<file path="src/rtl/tbp_resolve_unit_if.sv">
// Handshake and result bundle for the tournament predictor resolve unit.
// Latency: none (wires only).
// Backpressure: full is exported here; fetch must stall while it is high.
interface tbp_resolve_unit_if #(
   parameter int DEPTH = 4,
   parameter int PC_W  = 32
);
   localparam int CNT_W = $clog2(DEPTH + 1);

   logic              fetch_valid;
   logic [PC_W-1:0]   fetch_pc;
   logic              fetch_p1;
   logic              fetch_p2;
   logic              full;
   logic              ex_valid;
   logic [PC_W-1:0]   ex_pc;
   logic              ex_taken;
   logic              flush;
   logic [PC_W-1:0]   pc_res;
   logic [1:0]        taken_res;
   logic              enable_res;
   logic [CNT_W-1:0]  count;
   logic [2:0]        err;

   // Pipeline side: issues fetch/resolve events, observes updates.
   modport master (
      output fetch_valid, fetch_pc, fetch_p1, fetch_p2,
      output ex_valid, ex_pc, ex_taken, flush,
      input  full, pc_res, taken_res, enable_res, count, err
   );

   // Resolve unit side.
   modport slave (
      input  fetch_valid, fetch_pc, fetch_p1, fetch_p2,
      input  ex_valid, ex_pc, ex_taken, flush,
      output full, pc_res, taken_res, enable_res, count, err
   );
endinterface

</file>
<file path="src/rtl/tbp_resolve_unit.sv">
// Tracks in-flight branches in order, scores both component predictors at resolve, drives table update.
// Latency: update registered one cycle after the popping edge; full/count visible combinationally from state.
// Backpressure: full stalls fetch (push allowed at full only with a same-cycle pop); option TBP_DISAGREE_FILTER_EN.
module tbp_resolve_unit #(
   parameter int DEPTH = 4,
   parameter int PC_W  = 32
) (
   input logic              CLK,
   input logic              nRST,
   tbp_resolve_unit_if.slave bus
);
   localparam int PTR_W = $clog2(DEPTH);
   localparam int CNT_W = $clog2(DEPTH + 1);

   typedef struct packed {
      logic [PC_W-1:0] pc;
      logic            p1;
      logic            p2;
   } entry_t;

   entry_t            mem [DEPTH];
   logic [PTR_W-1:0]  head;
   logic [PTR_W-1:0]  tail;
   logic [CNT_W-1:0]  count_q;
   logic [PC_W-1:0]   pc_q;
   logic [1:0]        taken_q;
   logic              enable_q;
   logic [2:0]        err_q;

   logic   is_full;
   logic   is_empty;
   logic   pop;
   logic   push;
   logic   overflow;
   logic   underflow;
   logic   mismatch;
   logic   p1_ok;
   logic   p2_ok;
   logic   update;
   entry_t head_e;

   // Decode this cycle's push/pop/error events from state and inputs.
   always_comb begin
      is_full   = (count_q == CNT_W'(DEPTH));
      is_empty  = (count_q == '0);
      head_e    = mem[head];
      pop       = bus.ex_valid & ~is_empty;
      // Flush discards a same-cycle push, so it can neither enqueue nor overflow.
      push      = bus.fetch_valid & (~is_full | pop) & ~bus.flush;
      overflow  = bus.fetch_valid & is_full & ~pop & ~bus.flush;
      underflow = bus.ex_valid & is_empty;
      mismatch  = pop & (bus.ex_pc != head_e.pc);
      p1_ok     = head_e.p1 ~^ bus.ex_taken;
      p2_ok     = head_e.p2 ~^ bus.ex_taken;
`ifdef TBP_DISAGREE_FILTER_EN
      // Only disagreeing predictions train the chooser, so agreeing pops are silent.
      update    = pop & ~mismatch & (p1_ok ^ p2_ok);
`else
      update    = pop & ~mismatch;
`endif
   end

   // Entry storage; contents are only meaningful between head and tail, so no reset.
   always_ff @(posedge CLK) begin
      if (push) begin
         mem[tail] <= '{pc: bus.fetch_pc, p1: bus.fetch_p1, p2: bus.fetch_p2};
      end
   end

   // Pointer and occupancy tracking; flush empties the queue after the head pop.
   always_ff @(posedge CLK or negedge nRST) begin
      if (!nRST) begin
         head    <= '0;
         tail    <= '0;
         count_q <= '0;
      end else if (bus.flush) begin
         head    <= '0;
         tail    <= '0;
         count_q <= '0;
      end else begin
         if (push) tail <= tail + 1'b1;
         if (pop)  head <= head + 1'b1;
         count_q <= count_q + CNT_W'(push) - CNT_W'(pop);
      end
   end

   // Registered update toward the predictor tables; data holds while idle.
   always_ff @(posedge CLK or negedge nRST) begin
      if (!nRST) begin
         pc_q     <= '0;
         taken_q  <= '0;
         enable_q <= 1'b0;
      end else begin
         enable_q <= update;
         if (update) begin
            pc_q    <= head_e.pc;
            taken_q <= {p1_ok, p2_ok};
         end
      end
   end

   // Sticky error flags {mismatch, underflow, overflow}.
   always_ff @(posedge CLK or negedge nRST) begin
      if (!nRST) begin
         err_q <= '0;
      end else begin
         err_q <= err_q | {mismatch, underflow, overflow};
      end
   end

   assign bus.full       = is_full;
   assign bus.count      = count_q;
   assign bus.pc_res     = pc_q;
   assign bus.taken_res  = taken_q;
   assign bus.enable_res = enable_q;
   assign bus.err        = err_q;
endmodule

</file>
<file path="src/flat_wrapper.sv">
// flat-port wrapper written by rule: the top's interface ports become plain ports
module tbp_resolve_unit_flat 
#(
   parameter int DEPTH = 4,
   parameter int PC_W  = 32
)
  (CLK, nRST, bus_fetch_valid, bus_fetch_pc, bus_fetch_p1, bus_fetch_p2, bus_ex_valid, bus_ex_pc, bus_ex_taken, bus_flush, bus_full, bus_pc_res, bus_taken_res, bus_enable_res, bus_count, bus_err);
  tbp_resolve_unit_if #(.DEPTH(DEPTH), .PC_W(PC_W)) bus_i ();
  input logic CLK;
  input logic nRST;
  input wire logic [$bits(bus_i.fetch_valid)-1:0] bus_fetch_valid;
  input wire logic [$bits(bus_i.fetch_pc)-1:0] bus_fetch_pc;
  input wire logic [$bits(bus_i.fetch_p1)-1:0] bus_fetch_p1;
  input wire logic [$bits(bus_i.fetch_p2)-1:0] bus_fetch_p2;
  input wire logic [$bits(bus_i.ex_valid)-1:0] bus_ex_valid;
  input wire logic [$bits(bus_i.ex_pc)-1:0] bus_ex_pc;
  input wire logic [$bits(bus_i.ex_taken)-1:0] bus_ex_taken;
  input wire logic [$bits(bus_i.flush)-1:0] bus_flush;
  output wire logic [$bits(bus_i.full)-1:0] bus_full;
  output wire logic [$bits(bus_i.pc_res)-1:0] bus_pc_res;
  output wire logic [$bits(bus_i.taken_res)-1:0] bus_taken_res;
  output wire logic [$bits(bus_i.enable_res)-1:0] bus_enable_res;
  output wire logic [$bits(bus_i.count)-1:0] bus_count;
  output wire logic [$bits(bus_i.err)-1:0] bus_err;
  assign bus_i.fetch_valid = bus_fetch_valid;
  assign bus_i.fetch_pc = bus_fetch_pc;
  assign bus_i.fetch_p1 = bus_fetch_p1;
  assign bus_i.fetch_p2 = bus_fetch_p2;
  assign bus_i.ex_valid = bus_ex_valid;
  assign bus_i.ex_pc = bus_ex_pc;
  assign bus_i.ex_taken = bus_ex_taken;
  assign bus_i.flush = bus_flush;
  assign bus_full = bus_i.full;
  assign bus_pc_res = bus_i.pc_res;
  assign bus_taken_res = bus_i.taken_res;
  assign bus_enable_res = bus_i.enable_res;
  assign bus_count = bus_i.count;
  assign bus_err = bus_i.err;
  tbp_resolve_unit #(.DEPTH(DEPTH), .PC_W(PC_W)) u_core (.CLK(CLK), .nRST(nRST), .bus(bus_i));
endmodule
</file>
<file path="config.mk">
export PLATFORM = sky130hd
export DESIGN_NAME = tbp_resolve_unit_flat
export DESIGN_NICKNAME = d
export VERILOG_FILES = /design/src/rtl/tbp_resolve_unit_if.sv /design/src/rtl/tbp_resolve_unit.sv /design/src/flat_wrapper.sv
export SDC_FILE = /design/constraint.sdc
export NUM_CORES = 1
export LEC_CHECK = 0
export ABC_AREA = 0
export CAP_MARGIN = 20
export CELL_PAD_IN_SITES_DETAIL_PLACEMENT = 0
export CELL_PAD_IN_SITES_GLOBAL_PLACEMENT = 2
export CORE_MARGIN = 3
export CORE_UTILIZATION = 35
export CTS_BUF_LIST = sky130_fd_sc_hd__clkbuf_2
export CTS_CLUSTER_DIAMETER = 100
export CTS_CLUSTER_SIZE = 24
export DETAILED_ROUTE_END_ITERATION = 8
export PLACE_DENSITY = 0.75
export SYNTH_ARGS = -nofsm -noshare
export SYNTH_HDL_FRONTEND = slang
export SYNTH_SLANG_ARGS = --single-unit
</file>
<file path="constraint.sdc">
create_clock -name CLK -period 3.7 [get_ports CLK]
set_input_delay 0.37 -clock CLK [delete_from_list [all_inputs] [get_ports CLK]]
set_output_delay 0.37 -clock CLK [all_outputs]
set_load 0.05 [all_outputs]
</file>
### Word level (Yosys, flattened, before mapping)

Memories as Yosys holds them, arrays and structs flattened.
Cells that the tools add are included.

| operators by class | value |
|---|---|
| reductions and logical operators | 3 |
| $add $sub $neg | 4 |
| eq/ne operators | 2 |
| multipliers | 0 |
| bitwise gates (word level) | 18 |
| muxes and demuxes | 7 |
| shift operators | 0 |
| divide/modulo/power cells | 0 |
| magnitude comparators | 0 |

Operator list:

| cell | number |
|---|---|
| $ne 32x32->1 | 1 |
| $and 1x1->1 | 9 |
| $mux 2 | 4 |
| $not 1->1 | 5 |
| $add 2x1->2 const B | 2 |
| $reduce_bool 2->1 | 2 |
| $add 3x1->3 | 1 |
| $eq 3x3->1 const B | 1 |
| $logic_not 3->1 | 1 |
| $mux 3 | 1 |
| $or 3x3->3 | 1 |
| $sub 3x1->3 | 1 |
| $mux 1 | 2 |
| $xnor 1x1->1 | 2 |
| $or 1x1->1 | 1 |

| storage, ports and cells | value |
|---|---|
| bits in writable memories | 136 |
| memories kept | 1 |
| ROM bits | 0 |
| input bits | 72 |
| latch bits | 0 |
| register bits after elaboration | 45 |
| word-level logic and storage cells | 42 |
| output and inout port bits | 42 |

Memories:

| memory | words | width | read ports | clocked after memory_dff | write ports | RTL line | text |
|---|---|---|---|---|---|---|---|
| u_core.mem | 4 | 34 | 1 | 0 | 1 | tbp_resolve_unit.sv:21 | `entry_t mem [DEPTH];` |

### Depth between registers and ports, before layout

Gate-level depths: netlist of the first run.

| logic depth | value |
|---|---|
| word-level depth | 9 |
| gate-level depth with buffers | 10 |
| mapped depth without buffers | 9 |

### Worst setup path after synthesis of the first run

Ideal clock, no wire load.

| path | value |
|---|---|
| kind | flip-flop to flip-flop |
| start point | register u_core.count_q[2] (netlist: u_core.bus.count[2]) |
| end point | memory u_core.mem[0][0] (netlist bit) (enable) |
| period minus slack after synthesis | 3,241 ps |
| slack | 459 ps |
| data arrival time | 2,826 ps |
| path buffers | 0 |
| stages on the path, launching flop included | 5 |
| setup time | 415 ps |
| data required time | 3,285 ps |
| path through | dfrtp_1 > nor3b_1 > nor2b_1 > nor3b_1 > and2_1 |

| between the ends | value |
|---|---|
| elaborated cells between the ends (all ways) | 10 |
| those cells by class | 1 x eq/ne; 2 x mux; 6 x bitwise; 1 x reduce/logical |

RTL lines:

| element | RTL line | text |
|---|---|---|
| from (decl) | tbp_resolve_unit.sv:24 | `logic [CNT_W-1:0] count_q;` |
| from (signal assigned) | tbp_resolve_unit.sv:83 | `count_q <= count_q + CNT_W'(push) - CNT_W'(pop);` |
| $eq 3x3->1 | tbp_resolve_unit.sv:44 | `is_full = (count_q == CNT_W'(DEPTH));` |
| named net bus_full | flat_wrapper.sv:19 | `output wire logic [$bits(bus_i.full)-1:0] bus_full;` |
| $not 1->1 | tbp_resolve_unit.sv:49 | `push = bus.fetch_valid & (~is_full \| pop) & ~bus.flush;` |
| $or 1x1->1 | tbp_resolve_unit.sv:49 |  |
| $and 1x1->1 (2 in series) | tbp_resolve_unit.sv:49 |  |
| $mux 1 | tbp_resolve_unit.sv:65 | `if (push) begin` |
| $mux 1 (implied by the code) | tbp_resolve_unit.sv:66 | `mem[tail] <= '{pc: bus.fetch_pc, p1: bus.fetch_p1, p2: bus.fetch_p2};` |
| to (decl) | tbp_resolve_unit.sv:21 |  |

The timed path passes the listed nets, and every way through them passes these cells.

### Worst setup path after layout of the first run

| path | value |
|---|---|
| start point | register u_core.head[0] |
| end point | register u_core.pc_q[17] (netlist: u_core.bus.pc_res[17]) |

| between the ends | value |
|---|---|
| longest elaborated chain between the ends | 5 |

RTL lines:

| element | RTL line | text |
|---|---|---|
| from (decl) | tbp_resolve_unit.sv:22 | `logic [PTR_W-1:0] head;` |
| from (signal assigned) | tbp_resolve_unit.sv:82 | `if (pop) head <= head + 1'b1;` |
| $mem_v2 4x34 * | - |  |
| $ne 32x32->1 | tbp_resolve_unit.sv:52 | `mismatch = pop & (bus.ex_pc != head_e.pc);` |
| $and 1x1->1 | tbp_resolve_unit.sv:52 |  |
| $not 1->1 | tbp_resolve_unit.sv:59 | `update = pop & ~mismatch;` |
| $and 1x1->1 | tbp_resolve_unit.sv:59 |  |
| to (signal assigned) | tbp_resolve_unit.sv:96 | `pc_q <= head_e.pc;` |
| to (decl) | tbp_resolve_unit.sv:25 | `logic [PC_W-1:0] pc_q;` |

Mark *: on every way between the ends. The rest lies on a longest branch, timed or not.
A chain may end at the register's enable or synchronous reset.

==> flow_metrics.env, run 1 <==
export IMPL_p_per_area_nw_per_um2=481
export IMPL_max_freq_mhz=319
export IMPL_end_kind="flip-flop"
export IMPL_cts_sinks=181
export IMPL_routedWlPerCell_um=19.3
export IMPL_max_slew_margin_rel=0.570
export IMPL_cts_made_buffers=17
export IMPL_start_kind="flip-flop"
export IMPL_hpwl_mm=9.98
export IMPL_peakVddDrop_uv=163
export IMPL_crit_path_frequent_cell="buf_4"
export IMPL_clk_path_buf_depth=2
export IMPL_rsz0062_at_grt="false"
export IMPL_slowest_delay_ps=660
export IMPL_grt_pass1_vias=3862
export IMPL_final_cell_mix="136 x edfxtp_1, 112 x clkdlybuf4s50_1, 43 x dfrtp_1"
export IMPL_cp_max_fo=20
export IMPL_drt_iter0_drc=185
export IMPL_critical_path_required_ps=4320
export IMPL_setup_violations=0
export IMPL_rr_startpoint="u_core.head[0]"
export IMPL_yosysUniqueCellTypes=30
export IMPL_fillers=1775
export IMPL_insertion_delay_ps=740
export IMPL_drtAntennaViolNets=0
export IMPL_rows=52
export IMPL_pre_cts_slack_ps=531
export IMPL_synth_fp_nets=428
export IMPL_tritoncts="done"
export IMPL_worstReg2RegEnd="u_core.bus.pc_res[17]"
export IMPL_io_buffer_count=113
export IMPL_max_slew_worst_pin_slew_ps=645
export IMPL_final_max_slew_violation_count=0
export IMPL_ys_ff_latch=181
export IMPL_p_leak_uw=0.00319
export IMPL_seq_area_frac_synth=0.717
export IMPL_syn_inst=349
export IMPL_area_delta_synth_final_pct=23.5
export IMPL_gp_congestion=0.696
export IMPL_core_um2=20300
export IMPL_setup_tns_ps=0
export IMPL_drive_gt1_frac=0.249
export IMPL_hold_violations=0
export IMPL_boundaryPins=114
export IMPL_drcViolationCount=0
export IMPL_hold_path_class="input pin to async pin"
export IMPL_layout_commonest_cell="edfxtp_1"
export IMPL_grt_max_degree=46
export IMPL_grt_usage=0.137
export IMPL_final_cell_count_no_fill=765
export IMPL_antenna_found_initial=1
export IMPL_fp_dieW_um=150
export IMPL_synth_area_per_cell_um2=20.8
export IMPL_fin_skew_ps=41.9
export IMPL_placedCellCount=731
export IMPL_yosys_top_cells_area="edfxtp_1 56%, dfrtp_1 16%, mux4_2 11%"
export IMPL_drt_vias_per_instance=4.64
export IMPL_final_nets=560
export IMPL_crit_type="flip-flop to flip-flop"
export IMPL_die_y_um=150
export IMPL_h_tree_depth=4
export IMPL_design_area_um2=8970
export IMPL_synth_warnings=0
export IMPL_crit_chain="buf_4, mux4_2, xnor2_1, nand4_1, nor4_4, nand3_4, buf_4, mux2_4"
export IMPL_vias=3553
export IMPL_grt_overflow=0
export IMPL_cts_root_buf="clkbuf_2"
export IMPL_seqCellArea_um2=5210
export IMPL_fin_ws_ps=567
export IMPL_cp_data_arrival_time_ps=3750
export IMPL_synth_cell_area_um2=7260
export IMPL_status="complete, no violations"
export IMPL_slowest_stage="dfrtp_2"
export IMPL_timing_final_crit_period_ps=3130
export IMPL_grt_pass1_wl_mm=22.2
export IMPL_reg2reg_depth=8
export IMPL_place_area_um2=8750
export IMPL_wl_mm=14.8
export IMPL_post_route_period_util=0.847
export IMPL_dr_pass1_iters=4
export IMPL_clkTransAtPathRegs_ps=260
export IMPL_die_area_um2=22500
export IMPL_reg2reg_slack_ps=570
export IMPL_yosys_area_top_type="edfxtp_1"
export IMPL_cap_violations=0
export IMPL_multi_input_area_um2=1940
export IMPL_synth_top_area_share=0.562
export IMPL_initial_core_util=0.358
## critical path, delay by kind of cell, from the launching register on
family	cells	cell delay, ps
flops	1	660
simple gates	3	680
mux	2	910
buf+inv	2	590
xor+xnor	1	170
## through the flow
step	hold slack [ps]	total power, uW	utilization
after floorplan	74.4	3160	-
after global placement	438	3480	0.431
after detailed placement	447	3500	0.431
after CTS	160	4390	0.442
after global routing	146	4560	0.442
final	245	4320	0.442
## final cells by class
type,instances,share of cell area
Antenna cell,1,0.000279
Clock buffer,20,0.0112
Clock inverter,12,0.0120
Inverter,7,0.00293
Multi-Input combinational cell,148,0.216
Sequential cell,181,0.581
Tap cell,270,0.0376
Timing Repair Buffer,126,0.139
## cell families (layout without fill, tap and decap cells)
group,after synthesis,in the layout,share of synthesized area
DFF,181,181,0.717
AOI/OAI and AO/OA,3,3,0.00327
buffers and inverters,20,165,0.0169
xor gates and xnor gates,39,39,0.0470
other,0,1,0
muxes,69,69,0.174
and+or+nand+nor,30,30,0.0281
adders and majority gates,7,7,0.0131
## sequential cells by signal, indices dropped and copies added, names as in the netlist
name                   count
u_core.bus.taken_res       2
u_core.bus.enable_res      1
u_core.bus.count           3
u_core.tail                2
u_core.bus.err             3
u_core.mem               136
u_core.bus.pc_res         32
u_core.head                2
## synth_stat cells
master and n:
a21boi_0 1, a21o_1 1, a31o_2 1, and2_1 4, buf_1 1, buf_2 2
buf_6 6, clkbuf_1 4, dfrtp_1 45, edfxtp_1 136, fa_1 1, ha_1 6
inv_1 7, mux2_2 5, mux2_4 29, mux2i_1 1, mux4_2 34, nand2_1 1
nand2b_1 1, nand3_4 1, nand4_1 8, nor2_1 6, nor2b_1 3, nor3_1 1
nor3b_1 2, nor4_2 1, nor4_4 1, or2_2 1, xnor2_1 37, xor2_1 2
## layer usage
layer / vias to the layer above / track usage / part of all wire / routed length (um)
met5: - / 0 / 0 / 0
met4: 0 / 0.0467 / 0.017 / 251
met3: 17 / 0.0394 / 0.049 / 729
met2: 92 / 0.223 / 0.48 / 7140
met1: 1813 / 0.179 / 0.45 / 6660
li1: 1631 / - / - / -
## where the power goes
group / leakage (uW) / switching [uW] / internal [uW]
logic: 0.00123 / 510 / 549
registers: 0.00184 / 79.4 / 2290
clock network: 0.000120 / 644 / 248
total: 0.00319 / 1230 / 3090
## timing repair
item	in CTS	in global routing
hold endpoints to repair	45	0
setup buffers	0	0
endpoints found under the setup margin	0	0
gates resized for setup	0	0
hold buffers	1	0
## worst max path at each step
| stage | startpoint | end | cells past startpoint |
|---|---|---|---|
| CTS | u_core.head[0] | u_core.bus.pc_res[18] | 8 |
| finish | u_core.head[0] | u_core.bus.pc_res[17] | 8 |
| detailed placement | u_core.head[0] | u_core.bus.pc_res[5] | 8 |
| global placement | u_core.head[0] | u_core.bus.pc_res[17] | 8 |
| floorplan | u_core.bus.count[2] | u_core.mem[0][0] | 4 |
| global route | u_core.head[0] | u_core.bus.pc_res[0] | 8 |
(Power assumes the default switching activity.)
==> run 2: changes to the inputs <==
- PLACE_DENSITY: 0.75 -> 0.78
- clock period: 3.7 -> 2.6 ns (I/O delays scaled with it)
==> run 2 against run 1 <==
Against the previous run: the flow now finishes with violations (setup timing); highest routed layer unchanged; largest power group unchanged; largest cell class unchanged; clock skew shrank 9.4 ps; hold slack worse by 120 ps; final cell count up 1.8%.
==> flow_metrics.env, run 2 (synthesis results as in run 1) <==
export IMPL_hold_path_class="input pin to async pin"
export IMPL_rr_startpoint="u_core.head[0]"
export IMPL_post_route_period_util=1.07
export IMPL_max_slew_worst_pin_slew_ps=846
export IMPL_max_freq_mhz=360
export IMPL_fin_ws_ps=-177
export IMPL_final_nets=575
export IMPL_design_area_um2=9270
export IMPL_grt_overflow=0
export IMPL_fin_skew_ps=32.5
export IMPL_final_cell_mix="136 x edfxtp_1, 111 x clkdlybuf4s50_1, 43 x dfrtp_1"
export IMPL_reg2reg_depth=9
export IMPL_p_comb_frac=0.256
export IMPL_setup_violations=34
export IMPL_grt_pass1_wl_mm=23.2
export IMPL_layout_commonest_cell="edfxtp_1"
export IMPL_die_y_um=150
export IMPL_initial_core_util=0.358
export IMPL_diodes=0
export IMPL_timing_final_crit_period_ps=2780
export IMPL_top_register="u_core.mem"
export IMPL_p_leak_uw=0.00337
export IMPL_area_delta_synth_final_pct=27.6
export IMPL_wl_mm=15.1
export IMPL_cp_data_arrival_time_ps=3410
export IMPL_failed_checks="setup timing"
export IMPL_drtAntennaViolNets=0
export IMPL_clk_path_buf_depth=2
export IMPL_boundaryPins=114
export IMPL_fp_dieW_um=150
export IMPL_start_kind="flip-flop"
export IMPL_p_sw_uw=1810
export IMPL_io_buffer_count=113
export IMPL_p_per_area_nw_per_um2=713
export IMPL_clkTransAtPathRegs_ps=250
export IMPL_p_seq_frac=0.504
export IMPL_startpoint="u_core.head[0]"
export IMPL_drt_iter0_drc=186
export IMPL_rows=52
export IMPL_end_kind="flip-flop"
export IMPL_final_max_slew_violation_count=0
export IMPL_cts_root_buf="clkbuf_2"
export IMPL_max_slew_margin_rel=0.436
export IMPL_cts_sinks=181
export IMPL_largest_reg_flops=136
export IMPL_hpwl_mm=10.1
export IMPL_pre_cts_slack_ps=-285
export IMPL_grt_usage=0.142
export IMPL_cp_max_fo=27
export IMPL_peakVddDrop_uv=384
export IMPL_critical_path_required_ps=3230
export IMPL_status="finished, violations left"
export IMPL_fin_total_pwr_uw=6620
export IMPL_clkPwrFrac=0.239
export IMPL_grt_pass1_vias=4021
export IMPL_die_area_um2=22500
export IMPL_drive_gt1_frac=0.279
export IMPL_drcViolationCount=0
export IMPL_cap_violations=0
export IMPL_tritoncts="done"
export IMPL_vias=3607
export IMPL_crit_type="flip-flop to flip-flop"
export IMPL_sw_frac_of_total=0.274
export IMPL_reg2reg_slack_ps=-180
export IMPL_hold_ws_ps=130
export IMPL_routedWlPerCell_um=19.4
export IMPL_hold_violations=0
export IMPL_p_int_uw=4800
export IMPL_drt_vias_per_instance=4.63
export IMPL_place_area_um2=8920
export IMPL_cts_made_buffers=17
export IMPL_grt_max_degree=35
export IMPL_insertion_delay_ps=740
export IMPL_core_um2=20300
export IMPL_antenna_found_initial=0
export IMPL_dr_pass1_iters=4
export IMPL_gp_congestion=0.725
export IMPL_h_tree_depth=4
export IMPL_rsz0062_at_grt="true"
export IMPL_worstReg2RegEnd="u_core.bus.pc_res[13]"
[run 2: metrics by stage]
step / TNS [ps] / instances / utilization
after global routing: -9680 / 779 / 0.457
after global placement: -8260 / 742 / 0.439
after detailed placement: -9390 / 742 / 0.439
after floorplan: 0 / 349 / -
after CTS: -5710 / 778 / 0.455
final: -4640 / 779 / 0.457
[run 2: critical path: stages, from the launching register on]
cell     delay [ps]
dfrtp_2         500
buf_4           150
buf_12          130
mux4_2          530
xnor2_1         200
nand4_1         180
nor4_4          330
nand3_4         120
buf_12          200
mux2_4          310
[run 2: what timing repair did]
| action | 4_1_cts | 5_1_grt |
|---|---|---|
| resized for setup | 2 | 4 |
| endpoints found under the setup margin | 37 | 36 |
| buffers inserted | 3 | 0 |
| hold endpoints to repair | 30 | 4 |
| hold buffers | 1 | 1 |
| cloned | 0 | 0 |
| pin swaps | 1 | 0 |
[run 2: power groups by stage]
stage / combinational, uW / clock [uW] / sequential, uW
after detailed placement: 1670 / 0 / 3410
final: 1700 / 1580 / 3340
after global placement: 1650 / 0 / 3400
after global routing: 1840 / 1760 / 3350
after floorplan: 1030 / 0 / 3460
after CTS: 1710 / 1640 / 3340
[run 2: cell type report]
type,instances,area (um^2)
clock buffers,19,95.1
clock inverters,13,180
fillers,1781,11000
inverters,7,26.3
multi-input cells,148,1980
flip-flops and latches,181,5210
well taps,270,338
repair buffers,141,1440
[run 2: worst max path at each step]
stage / to / slack, ps / cells after the start
2_1_floorplan: u_core.bus.pc_res[0] / 10 / 9
3_3_place_gp: u_core.bus.pc_res[3] / -250 / 8
3_5_place_dp: u_core.bus.pc_res[9] / -290 / 8
4_1_cts: u_core.bus.pc_res[16] / -200 / 8
5_1_grt: u_core.bus.pc_res[16] / -330 / 9
6_report: u_core.bus.pc_res[13] / -180 / 9
[run 2: layer usage]
layer  share of wire  track usage  up-vias
met5               0            0        -
met4           0.012       0.0453        0
met3           0.043       0.0360       14
met2            0.51        0.240       83
met1            0.43        0.179     1861
li1                -            -     1649
==> run 3: changes to the inputs <==
- CORE_ASPECT_RATIO: unset -> 1.1
==> run 3 against run 2 <==
Against the previous run: the run still ends with setup timing left; fmax down 1.2%; register-to-register slack worse by 30 ps; clock skew up 3.8 ps; largest power group unchanged; core utilization up 0.80 points; cell area up 0.92%; clock power down 11%; clock-buffer cell count down 2; final cell count down 1.4%.
==> flow_metrics.env, run 3 (synthesis results as in run 1) <==
export IMPL_status="finished, violations left"
export IMPL_failed_checks="setup timing"
export IMPL_core_um2=20100
export IMPL_grt_usage=0.141
export IMPL_start_kind="flip-flop"
export IMPL_p_leak_uw=0.00342
export IMPL_layout_commonest_cell="edfxtp_1"
export IMPL_final_cell_mix="136 x edfxtp_1, 111 x clkdlybuf4s50_1, 43 x dfrtp_1"
export IMPL_crit_type="flip-flop to flip-flop"
export IMPL_tritoncts="done"
export IMPL_post_route_period_util=1.08
export IMPL_max_freq_mhz=356
export IMPL_fin_ws_ps=-212
export IMPL_max_slew_worst_pin_slew_ps=554
export IMPL_utilization=0.465
export IMPL_drcViolationCount=0
export IMPL_diodes=0
export IMPL_cts_made_buffers=17
export IMPL_hold_ws_ps=140
export IMPL_insertion_delay_ps=720
export IMPL_hold_violations=0
export IMPL_grt_max_degree=35
export IMPL_clk_path_buf_depth=2
export IMPL_cap_violations=0
export IMPL_peakVddDrop_uv=247
export IMPL_h_tree_depth=4
export IMPL_dr_pass1_iters=4
export IMPL_die_y_um=157
export IMPL_fin_skew_ps=36.3
export IMPL_rows=54
export IMPL_wl_mm=15.2
export IMPL_fillers=1733
export IMPL_placedCellCount=725
export IMPL_hpwl_mm=10.0
export IMPL_gp_congestion=0.723
export IMPL_cp_data_arrival_time_ps=3440
export IMPL_grt_pass1_vias=4041
export IMPL_area_delta_synth_final_pct=28.8
export IMPL_p_per_area_nw_per_um2=704
export IMPL_antenna_found_initial=0
export IMPL_io_buffer_count=113
export IMPL_clkTransAtPathRegs_ps=260
export IMPL_rsz0062_at_grt="true"
export IMPL_top_register="u_core.mem"
export IMPL_drt_iter0_drc=189
export IMPL_die_area_um2=22500
export IMPL_final_nets=582
export IMPL_end_kind="flip-flop"
export IMPL_pre_cts_slack_ps=-250
export IMPL_critical_path_required_ps=3230
export IMPL_routedWlPerCell_um=19.8
export IMPL_final_cell_count_no_fill=768
export IMPL_boundaryPins=114
export IMPL_fp_dieW_um=143
export IMPL_cts_sinks=181
export IMPL_setup_violations=34
export IMPL_vias=3645
export IMPL_timing_final_crit_period_ps=2810
export IMPL_drive_gt1_frac=0.297
export IMPL_largest_reg_flops=136
export IMPL_cp_max_fo=16
export IMPL_grt_pass1_wl_mm=23.2
export IMPL_drt_vias_per_instance=4.75
export IMPL_fin_total_pwr_uw=6590
export IMPL_max_slew_margin_rel=0.630
export IMPL_hold_path_class="input pin to flip-flop"
export IMPL_final_max_slew_violation_count=0
export IMPL_drtAntennaViolNets=0
export IMPL_grt_overflow=0
export IMPL_initial_core_util=0.361
export IMPL_cts_root_buf="clkbuf_2"
## run 3: metal layers
layer	part of all wire	up-vias	GRT usage
met5	0	-	0
met4	0.011	0	0.0363
met3	0.049	8	0.0413
met2	0.51	94	0.237
met1	0.43	1878	0.180
li1	-	1665	-
## run 3: path summary, 6_finish.rpt
path	end	cells after the start	from	slack (ps)
max	u_core.bus.pc_res[2]	9	u_core.head[0]	-210
min	u_core.bus.err[1]	2	bus_ex_valid	140
max reg2reg	u_core.bus.pc_res[2]	9	u_core.head[0]	-210
min reg2reg	u_core.bus.err[0]	1	u_core.bus.err[0]	520
max in group asynchronous	u_core.head[0]	4	nRST	1740
min in group asynchronous	u_core.bus.err[1]	4	nRST	580
## run 3: through the flow
step	TNS, ps	instance area [um^2]
CTS	-6560	9360
global route	-11070	9360
global placement	-6780	8900
detailed placement	-7860	8900
floorplan	0	7280
finish	-6260	9360
## run 3: repair_timing
| item | in CTS | in global routing |
|---|---|---|
| hold buffers | 3 | 0 |
| gates cloned | 2 | 0 |
| gates resized for setup | 16 | 2 |
| setup buffers | 8 | 0 |
| endpoints found under the hold margin | 45 | 0 |
| pin swaps | 5 | 3 |
| endpoints found under the setup margin | 36 | 36 |
## run 3: layout make-up
type                    count  area (um^2)  area share
flip-flops and latches    181         5210       0.557
multi-input cells         148         1990       0.213
repair buffers            148         1570       0.168
well taps                 252          315      0.0337
clock inverters            15          151      0.0162
clock buffers              17         85.1     0.00909
inverters                   7         26.3     0.00281
## run 3: critical path, cell delays in order (launching register included)
cell	delay, ps
dfrtp_2	500
buf_12	140
buf_16	140
mux4_2	530
xnor2_1	150
nand4_1	220
nor4_4	380
nand3_4	150
buf_12	190
mux2_4	300
## run 3: report_power, final
part / switching, uW / internal, uW
Clock: 962 / 448
Sequential: 70.7 / 3260
Combinational: 840 / 1010
